===== config.mk =====
export PLATFORM = sky130hd
export DESIGN_NAME = spi_master_ctrl
export DESIGN_NICKNAME = d
export VERILOG_FILES = /design/src/rtl/spi_master_ctrl.sv
export SDC_FILE = /design/constraint.sdc
export NUM_CORES = 1
export LEC_CHECK = 0
export BUFFER_PORTS_ARGS = -buffer_cell sky130_fd_sc_hd__buf_2
export CAP_MARGIN = 20
export CORE_ASPECT_RATIO = 1.75
export CORE_MARGIN = 3
export CORE_UTILIZATION = 50
export CTS_CLUSTER_SIZE = 8
export DETAILED_ROUTE_END_ITERATION = 16
export PLACE_DENSITY = 0.74
export RECOVER_POWER = 100
export SYNTH_ARGS = -nofsm -noshare
export SYNTH_HDL_FRONTEND = slang
export SYNTH_SLANG_ARGS = --single-unit

===== constraint.sdc =====
create_clock -name clock_i -period 2.2 [get_ports clock_i]
set_clock_uncertainty 0.05 [all_clocks]
set_input_delay 0.33 -clock clock_i [delete_from_list [all_inputs] [get_ports clock_i]]
set_output_delay 0.33 -clock clock_i [all_outputs]
set_load 0.01 [all_outputs]

===== src/rtl/spi_master_ctrl.sv =====
// SPI transaction sequencer (mode 0): accepts a word, frames it with chip select,
// divides the system clock into SCLK and drives load/enable to the transmit shifter.
module spi_master_ctrl #(
    parameter int WIDTH    = 8,
    parameter int CLK_DIV  = 4,
    parameter int CS_SETUP = 2,
    parameter int CS_HOLD  = 2
) (
    input  logic             clock_i,
    input  logic             reset_i,
    input  logic             start_i,
    input  logic             abort_i,
    input  logic [WIDTH-1:0] data_i,
    output logic             ready_o,
    output logic             busy_o,
    output logic             done_o,
    output logic             aborted_o,
    output logic             CS_n_o,
    output logic             SCLK_o,
    output logic             tx_load_o,
    output logic             tx_en_o,
    output logic [WIDTH-1:0] tx_data_o
);

    localparam int PW   = $clog2(CLK_DIV + 1);
    localparam int EW   = $clog2(WIDTH + 1);
    localparam int CMAX = (CS_SETUP > CS_HOLD) ? CS_SETUP : CS_HOLD;
    localparam int CW   = $clog2(CMAX + 1);

    typedef enum logic [2:0] {
        IDLE  = 3'd0,
        LOAD  = 3'd1,
        SETUP = 3'd2,
        XFER  = 3'd3,
        HOLD  = 3'd4
    } state_t;

    state_t        state, state_nxt;
    logic [PW-1:0] phase, phase_nxt;
    logic [EW-1:0] edge_cnt, edge_nxt;
    logic [CW-1:0] cyc, cyc_nxt;
    logic          abort_flag, abort_flag_nxt;
    logic          sclk_nxt;
    logic          ready_nxt, done_nxt, aborted_nxt, cs_n_nxt, load_nxt, en_nxt;
    logic          accept;

    assign accept = (state == IDLE) && start_i;

    // State, counters, abort latch and captured word
    always_ff @(posedge clock_i or posedge reset_i) begin
        if (reset_i) begin
            state      <= IDLE;
            phase      <= '0;
            edge_cnt   <= '0;
            cyc        <= '0;
            abort_flag <= 1'b0;
            tx_data_o  <= '0;
        end else begin
            state      <= state_nxt;
            phase      <= phase_nxt;
            edge_cnt   <= edge_nxt;
            cyc        <= cyc_nxt;
            abort_flag <= abort_flag_nxt;
            if (accept) begin
                tx_data_o <= data_i;
            end else begin
                tx_data_o <= tx_data_o;
            end
        end
    end

    // Next-state, counter and SCLK sequencing; abort overrides the normal exit
    always_comb begin
        state_nxt      = state;
        phase_nxt      = phase;
        edge_nxt       = edge_cnt;
        cyc_nxt        = cyc;
        abort_flag_nxt = abort_flag;
        sclk_nxt       = 1'b0;
        case (state)
            IDLE: begin
                phase_nxt = '0;
                edge_nxt  = '0;
                cyc_nxt   = '0;
                if (start_i) begin
                    state_nxt      = LOAD;
                    abort_flag_nxt = 1'b0;
                end else begin
                    state_nxt = IDLE;
                end
            end
            LOAD: begin
                cyc_nxt = '0;
                if (abort_i) begin
                    state_nxt      = HOLD;
                    abort_flag_nxt = 1'b1;
                end else begin
                    state_nxt = SETUP;
                end
            end
            SETUP: begin
                if (abort_i) begin
                    state_nxt      = HOLD;
                    abort_flag_nxt = 1'b1;
                    cyc_nxt        = '0;
                end else if (cyc == CW'(CS_SETUP - 1)) begin
                    state_nxt = XFER;
                    cyc_nxt   = '0;
                    phase_nxt = '0;
                    edge_nxt  = '0;
                end else begin
                    cyc_nxt = cyc + CW'(1);
                end
            end
            XFER: begin
                sclk_nxt = SCLK_o;
                if (abort_i) begin
                    state_nxt      = HOLD;
                    abort_flag_nxt = 1'b1;
                    phase_nxt      = '0;
                    edge_nxt       = '0;
                    cyc_nxt        = '0;
                    sclk_nxt       = 1'b0;
                end else if (phase == PW'(CLK_DIV - 1)) begin
                    phase_nxt = '0;
                    sclk_nxt  = ~SCLK_o;
                    // A wrap while SCLK is high is a falling toggle
                    if (SCLK_o && (edge_cnt == EW'(WIDTH - 1))) begin
                        state_nxt = HOLD;
                        edge_nxt  = '0;
                        cyc_nxt   = '0;
                    end else if (SCLK_o) begin
                        edge_nxt = edge_cnt + EW'(1);
                    end else begin
                        edge_nxt = edge_cnt;
                    end
                end else begin
                    phase_nxt = phase + PW'(1);
                end
            end
            HOLD: begin
                if (cyc == CW'(CS_HOLD - 1)) begin
                    state_nxt = IDLE;
                    cyc_nxt   = '0;
                end else begin
                    cyc_nxt = cyc + CW'(1);
                end
            end
            default: begin
                state_nxt = IDLE;
                phase_nxt = '0;
                edge_nxt  = '0;
                cyc_nxt   = '0;
            end
        endcase
    end

    // Output decode from the upcoming state so every output leaves a flop
    always_comb begin
        ready_nxt   = 1'b0;
        cs_n_nxt    = 1'b1;
        load_nxt    = 1'b0;
        en_nxt      = 1'b0;
        case (state_nxt)
            IDLE: begin
                ready_nxt = 1'b1;
            end
            LOAD: begin
                load_nxt = 1'b1;
            end
            SETUP, XFER, HOLD: begin
                cs_n_nxt = 1'b0;
                en_nxt   = 1'b1;
            end
            default: begin
                ready_nxt = 1'b1;
            end
        endcase
        if ((state == HOLD) && (state_nxt == IDLE)) begin
            done_nxt = 1'b1;
        end else begin
            done_nxt = 1'b0;
        end
        aborted_nxt = done_nxt & abort_flag;
    end

    // Output registers
    always_ff @(posedge clock_i or posedge reset_i) begin
        if (reset_i) begin
            ready_o   <= 1'b1;
            busy_o    <= 1'b0;
            done_o    <= 1'b0;
            aborted_o <= 1'b0;
            CS_n_o    <= 1'b1;
            SCLK_o    <= 1'b0;
            tx_load_o <= 1'b0;
            tx_en_o   <= 1'b0;
        end else begin
            ready_o   <= ready_nxt;
            busy_o    <= ~ready_nxt;
            done_o    <= done_nxt;
            aborted_o <= aborted_nxt;
            CS_n_o    <= cs_n_nxt;
            SCLK_o    <= sclk_nxt;
            tx_load_o <= load_nxt;
            tx_en_o   <= en_nxt;
        end
    end

endmodule


==> results_dict.tcl, run 1 <==
set metrics [dict create \
    critPathRequiredTime_ns 2.31 \
    critPathLaunchType "flip-flop" \
    ys_top_cells_by_area "dfrtp_1 (52%), mux2_2 (7.0%), dfstp_2 (4.1%)" \
    synthFlopType "dfrtp_1" \
    place_inst 164 \
    crit_arrival_ns 2.11 \
    drive_gt1_share_pct 23.81 \
    multi_input_area_um2 501.7 \
    slew_violations 0 \
    fp-row-count 23 \
    finalSetupViolations 0 \
    routedWlPerCell_um 13.83 \
    finalCriticalPeriod_ns 2.002 \
    clockBufferDepth 2 \
    grt_max_degree 21 \
    power_w 0.001885 \
    netlist.area_leader.share_pct 52.48 \
    drt-pass1-iter-count 4 \
    die_w_um 44.36 \
    fin_nets 160 \
    remaining_drc_errors 0 \
    ios 28 \
    portBuffers 27 \
    antenna_found_initial 0 \
    syn_nets 125 \
    powerDensity_nw_per_um2 1241 \
    ir_drop_v 0.0009275 \
    synth_edf_count 0 \
    synth_area_um2 1287 \
    htreeDepth 2 \
    synth_area_leader_cell "dfrtp_1" \
    yosys-top-cells-count "dfrtp_1 (27), nand2_1 (9), nor2_1 (9)" \
    period_share_pct 91.02 \
    slew_headroom_pct 52.27 \
    num_vias 963 \
    routabilityCongestion 0.8683 \
    ys_seq_area_share_pct 56.56 \
    grt_usage_pct 18.05 \
    ys_ff_latch 29 \
    grt_pass1_vias 1021 \
    outcome "completed" \
    cts_setup_buffers 0 \
    clock-sinks 29 \
    rsz0062_at_grt "no" \
    dp_hpwl_um 1847 \
    critPathMaxFanout 11 \
    die_y_um 73.13 \
    syn-instance-count 111 \
    finalHoldViolCount 0 \
    start_util_pct 54.56 \
    clk_pin_slew_ns 0.06 \
    fill_cells 197 \
    cts_root_buf "clkbuf_8" \
    stdcell_count 172 \
    synthToLayoutAreaGrowth_pct 17.98 \
    synth_area_per_cell_um2 11.60 \
    core_area_um2 2360 \
    crit_type "flip-flop to flip-flop" \
    routed_wirelength_um 2379 \
    regArea_um2 728.2 \
    critPathCaptureType "flip-flop" \
    async_flop_share_pct 100.0 \
    grt-ovfl-total 0 \
    dieArea_um2 3244 \
    post_cts_resized 0 \
    yosysMostFrequentCell "dfrtp_1" \
    synthDistinctLibCells 36 \
    cts_hold_buffers 0 \
    grt_pass1_wl_um 4209 \
    clk_latency_ns 0.27 \
    cts_inserted_buffers 5 \
    setup_tns_ns 0 \
    finish.utilization_pct 64.37 \
    max_freq_mhz 499.4 \
    antenna_left 0 \
    dr.first_iter.drc_count 21 \
    drv_cap 0 \
    diodes 0 \
    p_leak_nw 0.6853 \
    cts_tree "done" \
    worstMarginPinSlew_ns 0.7152 \
    ys_warn_count 0 \
    hold_path_class "input port to asynchronous set/reset pin" \
    viasPerCell 5.599 \
]
[critical path: stages (launching register included)]
cell and delay (ns):
dfrtp_1 0.53, or4bb_2 0.63, a21oi_1 0.42, or4b_1 0.19
nand3_1 0.07
[report_power, final]
part | total, W | switching [W] | internal, W
registers | 0.000801 | 0.0000884 | 0.000713
logic | 0.000618 | 0.000357 | 0.000262
clock network | 0.000466 | 0.000184 | 0.000282
total | 0.00188 | 0.000629 | 0.00126
[area by class of cell]
class	count	share of cell area, %
clock inverters	1	0.3295
multi-input cells	73	33.03
repair buffers	33	9.308
flip-flops and latches	29	47.94
inverters	4	0.9885
clock buffers	7	6.343
well taps	25	2.059
[placed cells by master (no fill, tap or decap), types with 4 or more instances in the layout]
cell / count
dfrtp_1: 27
clkbuf_1: 21
buf_2: 11
nand2_1: 9
nor2_1: 9
mux2_2: 8
o21ai_0: 7
clkbuf_8: 7
o31ai_1: 5
inv_1: 4
a21oi_1: 4
[per-layer routing]
metal  up-vias  global-route usage, %  wire length [um]
li1        457                      -                 -
met1       466                  17.74               842
met2        33                  31.49              1295
met3         7                  5.926               156
met4         0                  10.74                84
met5         -                      0                 0
[flip-flops by register name, indices dropped and copies added, names as in the netlist]
signal and flops:
tx_data_o 8, edge_cnt 4, phase 3, state 3, cyc 2, CS_n_o 1
SCLK_o 1, abort_flag 1, aborted_o 1, busy_o 1, done_o 1, ready_o 1
tx_en_o 1, tx_load_o 1
[per-stage QoR]
step	setup slack [ns]	cell area, um^2	hold slack, ns
after CTS	0.2102	1558	0.1455
final	0.1976	1519	0.1122
after floorplan	0.4046	1287	0.3523
after global placement	0.2230	1456	0.4347
after detailed placement	0.1734	1456	0.4436
after global routing	0.07459	1519	0.1720
[logic make-up (layout without fill, tap and decap cells)]
group           count (synthesis)  in the layout  share of synthesized area [%]
flops                          29             29                          56.56
compound gates                 23             23                          11.66
fa+ha+maj                       2              2                          1.943
mux                             8              8                          6.997
buf+inv                         9             45                          4.470
xor+xnor                        1              1                         0.6804
simple gates                   39             39                          17.69
[final timing paths]
| check | start | end | slack (ns) | cells past startpoint |
|---|---|---|---|---|
| max in group asynchronous | reset_i | cyc[1] | 1.31 | 3 |
| min | reset_i | done_o | 0.11 | 2 |
| max reg2reg | state[1] | edge_cnt[3] | 0.20 | 4 |
| max | state[1] | edge_cnt[3] | 0.20 | 4 |
| min reg2reg | tx_data_o[2] | tx_data_o[2] | 0.46 | 1 |
| min in group clock_i | data_i[5] | tx_data_o[5] | 0.24 | 2 |
Power figures use the tool's default switching activity.
==> run 2, diff against run 1 <==
--- a/config.mk
+++ b/config.mk
@@ -12,7 +12,7 @@
 export CORE_UTILIZATION = 50
 export CTS_CLUSTER_SIZE = 8
 export DETAILED_ROUTE_END_ITERATION = 16
-export PLACE_DENSITY = 0.74
+export PLACE_DENSITY = 0.71
 export RECOVER_POWER = 100
 export SYNTH_ARGS = -nofsm -noshare
 export SYNTH_HDL_FRONTEND = slang
==> constraint.sdc (replaced) <==
create_clock -name clock_i -period 2.2 [get_ports clock_i]
set_clock_uncertainty 0.05 [all_clocks]
set_input_delay 0.44 -clock clock_i [delete_from_list [all_inputs] [get_ports clock_i]]
set_output_delay 0.44 -clock clock_i [all_outputs]
set_load 0.005 [all_outputs]
==> results_dict.tcl, run 2 (synthesis gave the netlist of run 1 again) <==
set metrics [dict create \
    outcome "completed" \
    routed_wirelength_um 2587 \
    grt_pass1_wl_um 4450 \
    stdcell_count 170 \
    critPathLaunchType "flip-flop" \
    cts_inserted_buffers 5 \
    cts_hold_buffers 0 \
    clk_pin_slew_ns 0.06 \
    num_vias 965 \
    htreeDepth 2 \
    die_w_um 44.36 \
    drt-pass1-iter-count 5 \
    cts_root_buf "clkbuf_8" \
    synthToLayoutAreaGrowth_pct 19.44 \
    portBuffers 27 \
    clockBufferDepth 2 \
    dp_slack_ns 0.2561 \
    slew_headroom_pct 1.510 \
    routedWlPerCell_um 15.22 \
    reg.largest.list "tx_data_o x8, edge_cnt x4" \
    period_share_pct 87.13 \
    finish.utilization_pct 65.16 \
    finalCriticalPeriod_ns 1.917 \
    layout_commonest_cell "dfrtp_1" \
    ios 28 \
    dp_hpwl_um 1874 \
    powerDensity_nw_per_um2 1255 \
    crit_arrival_ns 2.03 \
    antenna_found_initial 0 \
    finalHoldViolCount 0 \
    clk_latency_ns 0.27 \
    grt-ovfl-total 0 \
    power_w 0.001929 \
    worstMarginPinSlew_ns 1.477 \
    drv_cap 0 \
    cts_setup_buffers 0 \
    clock-sinks 29 \
    grt_max_degree 30 \
    hold_path_class "input port to flip-flop" \
    fin_nets 158 \
    remaining_drc_errors 0 \
    grt_usage_pct 19.06 \
    drive_gt1_share_pct 29.66 \
    max_freq_mhz 521.7 \
    cts_tree "done" \
    fp-row-count 23 \
    final_cell_mix "dfrtp_1 (27), buf_2 (20), clkbuf_1 (11), nand2_1 (9), nor2_1 (9)" \
    rsz0062_at_grt "no" \
    diodes 0 \
    routabilityCongestion 0.8661 \
    largest_reg_flops 8 \
    post_cts_resized 0 \
    dr.first_iter.drc_count 24 \
    start_util_pct 54.56 \
    ir_drop_v 0.0006949 \
    grt_pass1_vias 1033 \
    critPathCaptureType "flip-flop" \
    critPathMaxFanout 12 \
    dieArea_um2 3244 \
    largest-register "tx_data_o" \
    slew_violations 0 \
    fin_ws_ns 0.2832 \
    setup_tns_ns 0 \
    fill_cells 213 \
    core_area_um2 2360 \
    critPathRequiredTime_ns 2.32 \
    crit_type "flip-flop to flip-flop" \
    die_y_um 73.13 \
    finalSetupViolations 0 \
    p_leak_nw 0.7138 \
    viasPerCell 5.676 \
    antenna_left 0 \
    place_inst 162 \
]
run 2: cell types whose count changed in the layout (fill, tap and decap cells not counted):
cell / before / now
clkbuf_1: 21 / 11
bufinv_16: 0 / 1
clkbuf_8: 7 / 6
clkinv_2: 1 / 0
buf_2: 11 / 20
run 2: where the power goes:
group          internal [W]  switching, W  total [W]
clock              0.000368      0.000185   0.000554
combinational      0.000269      0.000272   0.000540
sequential         0.000712      0.000123   0.000835
run 2: area by class of cell:
type	instances	area, um^2	share of cell area [%]
multi-input combinational	73	501.7	32.63
sequential	29	728.2	47.36
timing repair buffer	31	145.1	9.439
tap	25	31.28	2.034
inverter	4	15.01	0.9764
clock inverter	1	30.03	1.953
clock buffer	7	86.33	5.614
run 2: metal layers:
layer | global-route usage, % | vias up | part of all wire, %
li1 | - | 455 | -
met1 | 18.23 | 470 | 35
met2 | 34.58 | 32 | 57
met3 | 6.667 | 8 | 5.5
met4 | 9.060 | 0 | 2.3
met5 | 0 | - | 0
run 2: worst max-delay path, stage by stage (launching register included):
cell	delay, ns
dfrtp_1	0.54
or4bb_2	0.71
a21oi_1	0.15
buf_4	0.16
o21ai_0	0.10
o31ai_1	0.09
run 2: through the flow:
step | hold slack (ns) | cell area [um^2]
6_report | 0.3453 | 1538
5_1_grt | 0.3476 | 1538
4_1_cts | 0.1752 | 1558
3_5_place_dp | 0.4407 | 1441
3_3_place_gp | 0.4332 | 1441
2_1_floorplan | 0.4084 | 1287
run 2: path summary, 6_finish.rpt:
path	slack, ns	start	cells after the start	to
setup / recovery	0.28	state[0]	5	edge_cnt[0]
hold / removal	0.35	data_i[4]	2	tx_data_o[4]
min in group asynchronous	0.61	reset_i	3	aborted_o
hold reg to reg	0.46	tx_data_o[4]	1	tx_data_o[4]
setup reg to reg	0.28	state[0]	5	edge_cnt[0]
max in group asynchronous	0.63	reset_i	3	edge_cnt[1]
==> run 3, diff against run 2 <==
--- a/config.mk
+++ b/config.mk
@@ -7,12 +7,14 @@
 export LEC_CHECK = 0
 export BUFFER_PORTS_ARGS = -buffer_cell sky130_fd_sc_hd__buf_2
 export CAP_MARGIN = 20
+export CELL_PAD_IN_SITES_DETAIL_PLACEMENT = 0
+export CELL_PAD_IN_SITES_GLOBAL_PLACEMENT = 2
 export CORE_ASPECT_RATIO = 1.75
 export CORE_MARGIN = 3
-export CORE_UTILIZATION = 50
+export CORE_UTILIZATION = 34
 export CTS_CLUSTER_SIZE = 8
 export DETAILED_ROUTE_END_ITERATION = 16
-export PLACE_DENSITY = 0.71
+export PLACE_DENSITY = 0.74
 export RECOVER_POWER = 100
 export SYNTH_ARGS = -nofsm -noshare
 export SYNTH_HDL_FRONTEND = slang
==> results_dict.tcl, run 3 (synthesis gave the netlist of run 1 again) <==
set metrics [dict create \
    largest-register "tx_data_o" \
    reg.largest.list "tx_data_o x8, edge_cnt x4" \
    final_cell_mix "dfrtp_1 (27), buf_2 (16), clkbuf_1 (15), nand2_1 (9), nor2_1 (9)" \
    p_leak_nw 0.7059 \
    finalHoldViolCount 0 \
    crit_chain "or4bb_2 -> a21oi_1 -> buf_4 -> or4b_1 -> nand3_1" \
    remaining_drc_errors 0 \
    clock-sinks 29 \
    powerDensity_nw_per_um2 1226 \
    cpPeakStageDelay_ns 0.70 \
    cts_inserted_buffers 5 \
    critPathCaptureType "flip-flop" \
    dr.first_iter.drc_count 16 \
    worstMarginPinSlew_ns 1.506 \
    critPathLaunchType "flip-flop" \
    crit_arrival_ns 1.94 \
    layout_commonest_cell "dfrtp_1" \
    hold_path_class "input port to flip-flop" \
    finalInstanceArea_um2 1569 \
    place_area_um2 1483 \
    rsz0062_at_grt "no" \
    power_w 0.001924 \
    fp-row-count 29 \
    max_freq_mhz 547.0 \
    ir_drop_v 0.0006490 \
    antenna_left 0 \
    die_w_um 52.52 \
    start_util_pct 35.48 \
    finish.utilization_pct 43.24 \
    synthToLayoutAreaGrowth_pct 21.87 \
    viasPerCell 4.876 \
    grt_pass1_wl_um 4209 \
    dp_hpwl_um 1917 \
    finalCriticalPeriod_ns 1.828 \
    slew_violations 29 \
    setup_tns_ns 0 \
    cts_setup_buffers 0 \
    grt_max_degree 30 \
    routabilityCongestion 0.7973 \
    violations "max-capacitance violations, max-slew violations" \
    crit_family "simple AND/OR/NAND/NOR gates" \
    cts_tree "done" \
    clk_pin_slew_ns 0.07 \
    core_area_um2 3628 \
    crit_slowest_cell "or4bb_2" \
    cts_root_buf "clkbuf_8" \
    cts_hold_buffers 0 \
    antenna_found_initial 0 \
    die_y_um 87.41 \
    num_vias 941 \
    grt_pass1_vias 924 \
    dieArea_um2 4590 \
    grt_usage_pct 12.93 \
    fin_nets 160 \
    portBuffers 27 \
    period_share_pct 83.10 \
    drive_gt1_share_pct 27.89 \
    drv_cap 1 \
    slew_headroom_pct -0.4188 \
    clk_latency_ns 0.28 \
    r2r_setup_slack_ns 0.37 \
    finalSetupViolations 0 \
    htreeDepth 2 \
    fill_cells 374 \
    ios 28 \
    routedWlPerCell_um 13.00 \
    diodes 0 \
    critPathMaxFanout 11 \
    drt-pass1-iter-count 4 \
    grt-ovfl-total 0 \
    clockBufferDepth 2 \
    crit_type "flip-flop to flip-flop" \
    crit_buf_inv 1 \
    routed_wirelength_um 2509 \
    largest_reg_flops 8 \
    post_cts_resized 0 \
    critPathRequiredTime_ns 2.31 \
    outcome "finished with violations" \
]
-- run 3: layout make-up --
cell class | instances | area, um^2 | area share, %
clock buffers | 5 | 68.82 | 4.386
flip-flops and latches | 29 | 728.2 | 46.41
multi-input cells | 73 | 501.7 | 31.98
well taps | 46 | 57.56 | 3.668
inverters | 4 | 15.01 | 0.9569
clock inverters | 3 | 46.29 | 2.951
repair buffers | 33 | 151.4 | 9.649
-- run 3: per-stage QoR --
step,worst slack [ns],std cells,hold slack (ns)
after floorplan,0.3304,111,0.4084
after global placement,0.2798,185,0.4341
after detailed placement,0.2610,185,0.4442
after CTS,0.3619,193,0.1670
after global routing,0.2228,193,0.3294
final,0.3718,193,0.3370
-- run 3: worst paths after layout --
kind                              startpoint      endpoint  cells after the start
worst min register to register  tx_data_o[4]  tx_data_o[4]                      1
min in group asynchronous            reset_i   edge_cnt[0]                      3
worst max-delay path                state[2]   edge_cnt[3]                      5
worst min-delay path               data_i[3]  tx_data_o[3]                      2
worst max register to register      state[2]   edge_cnt[3]                      5
max in group asynchronous            reset_i        cyc[1]                      3
-- run 3: per-layer routing --
metal	up-vias	track usage [%]	part of all wire, %
li1	458	-	-
met1	455	13.07	37
met2	21	21.72	56
met3	7	4.974	4.5
met4	0	7.674	2.8
met5	-	0	0
-- run 3: report_power, final --
group | switching, W | leakage [nW] | internal [W]
Sequential | 0.0000989 | 0.371 | 0.000712
Clock | 0.000214 | 0.0543 | 0.000338
Combinational | 0.000290 | 0.281 | 0.000271
Total | 0.000602 | 0.706 | 0.00132
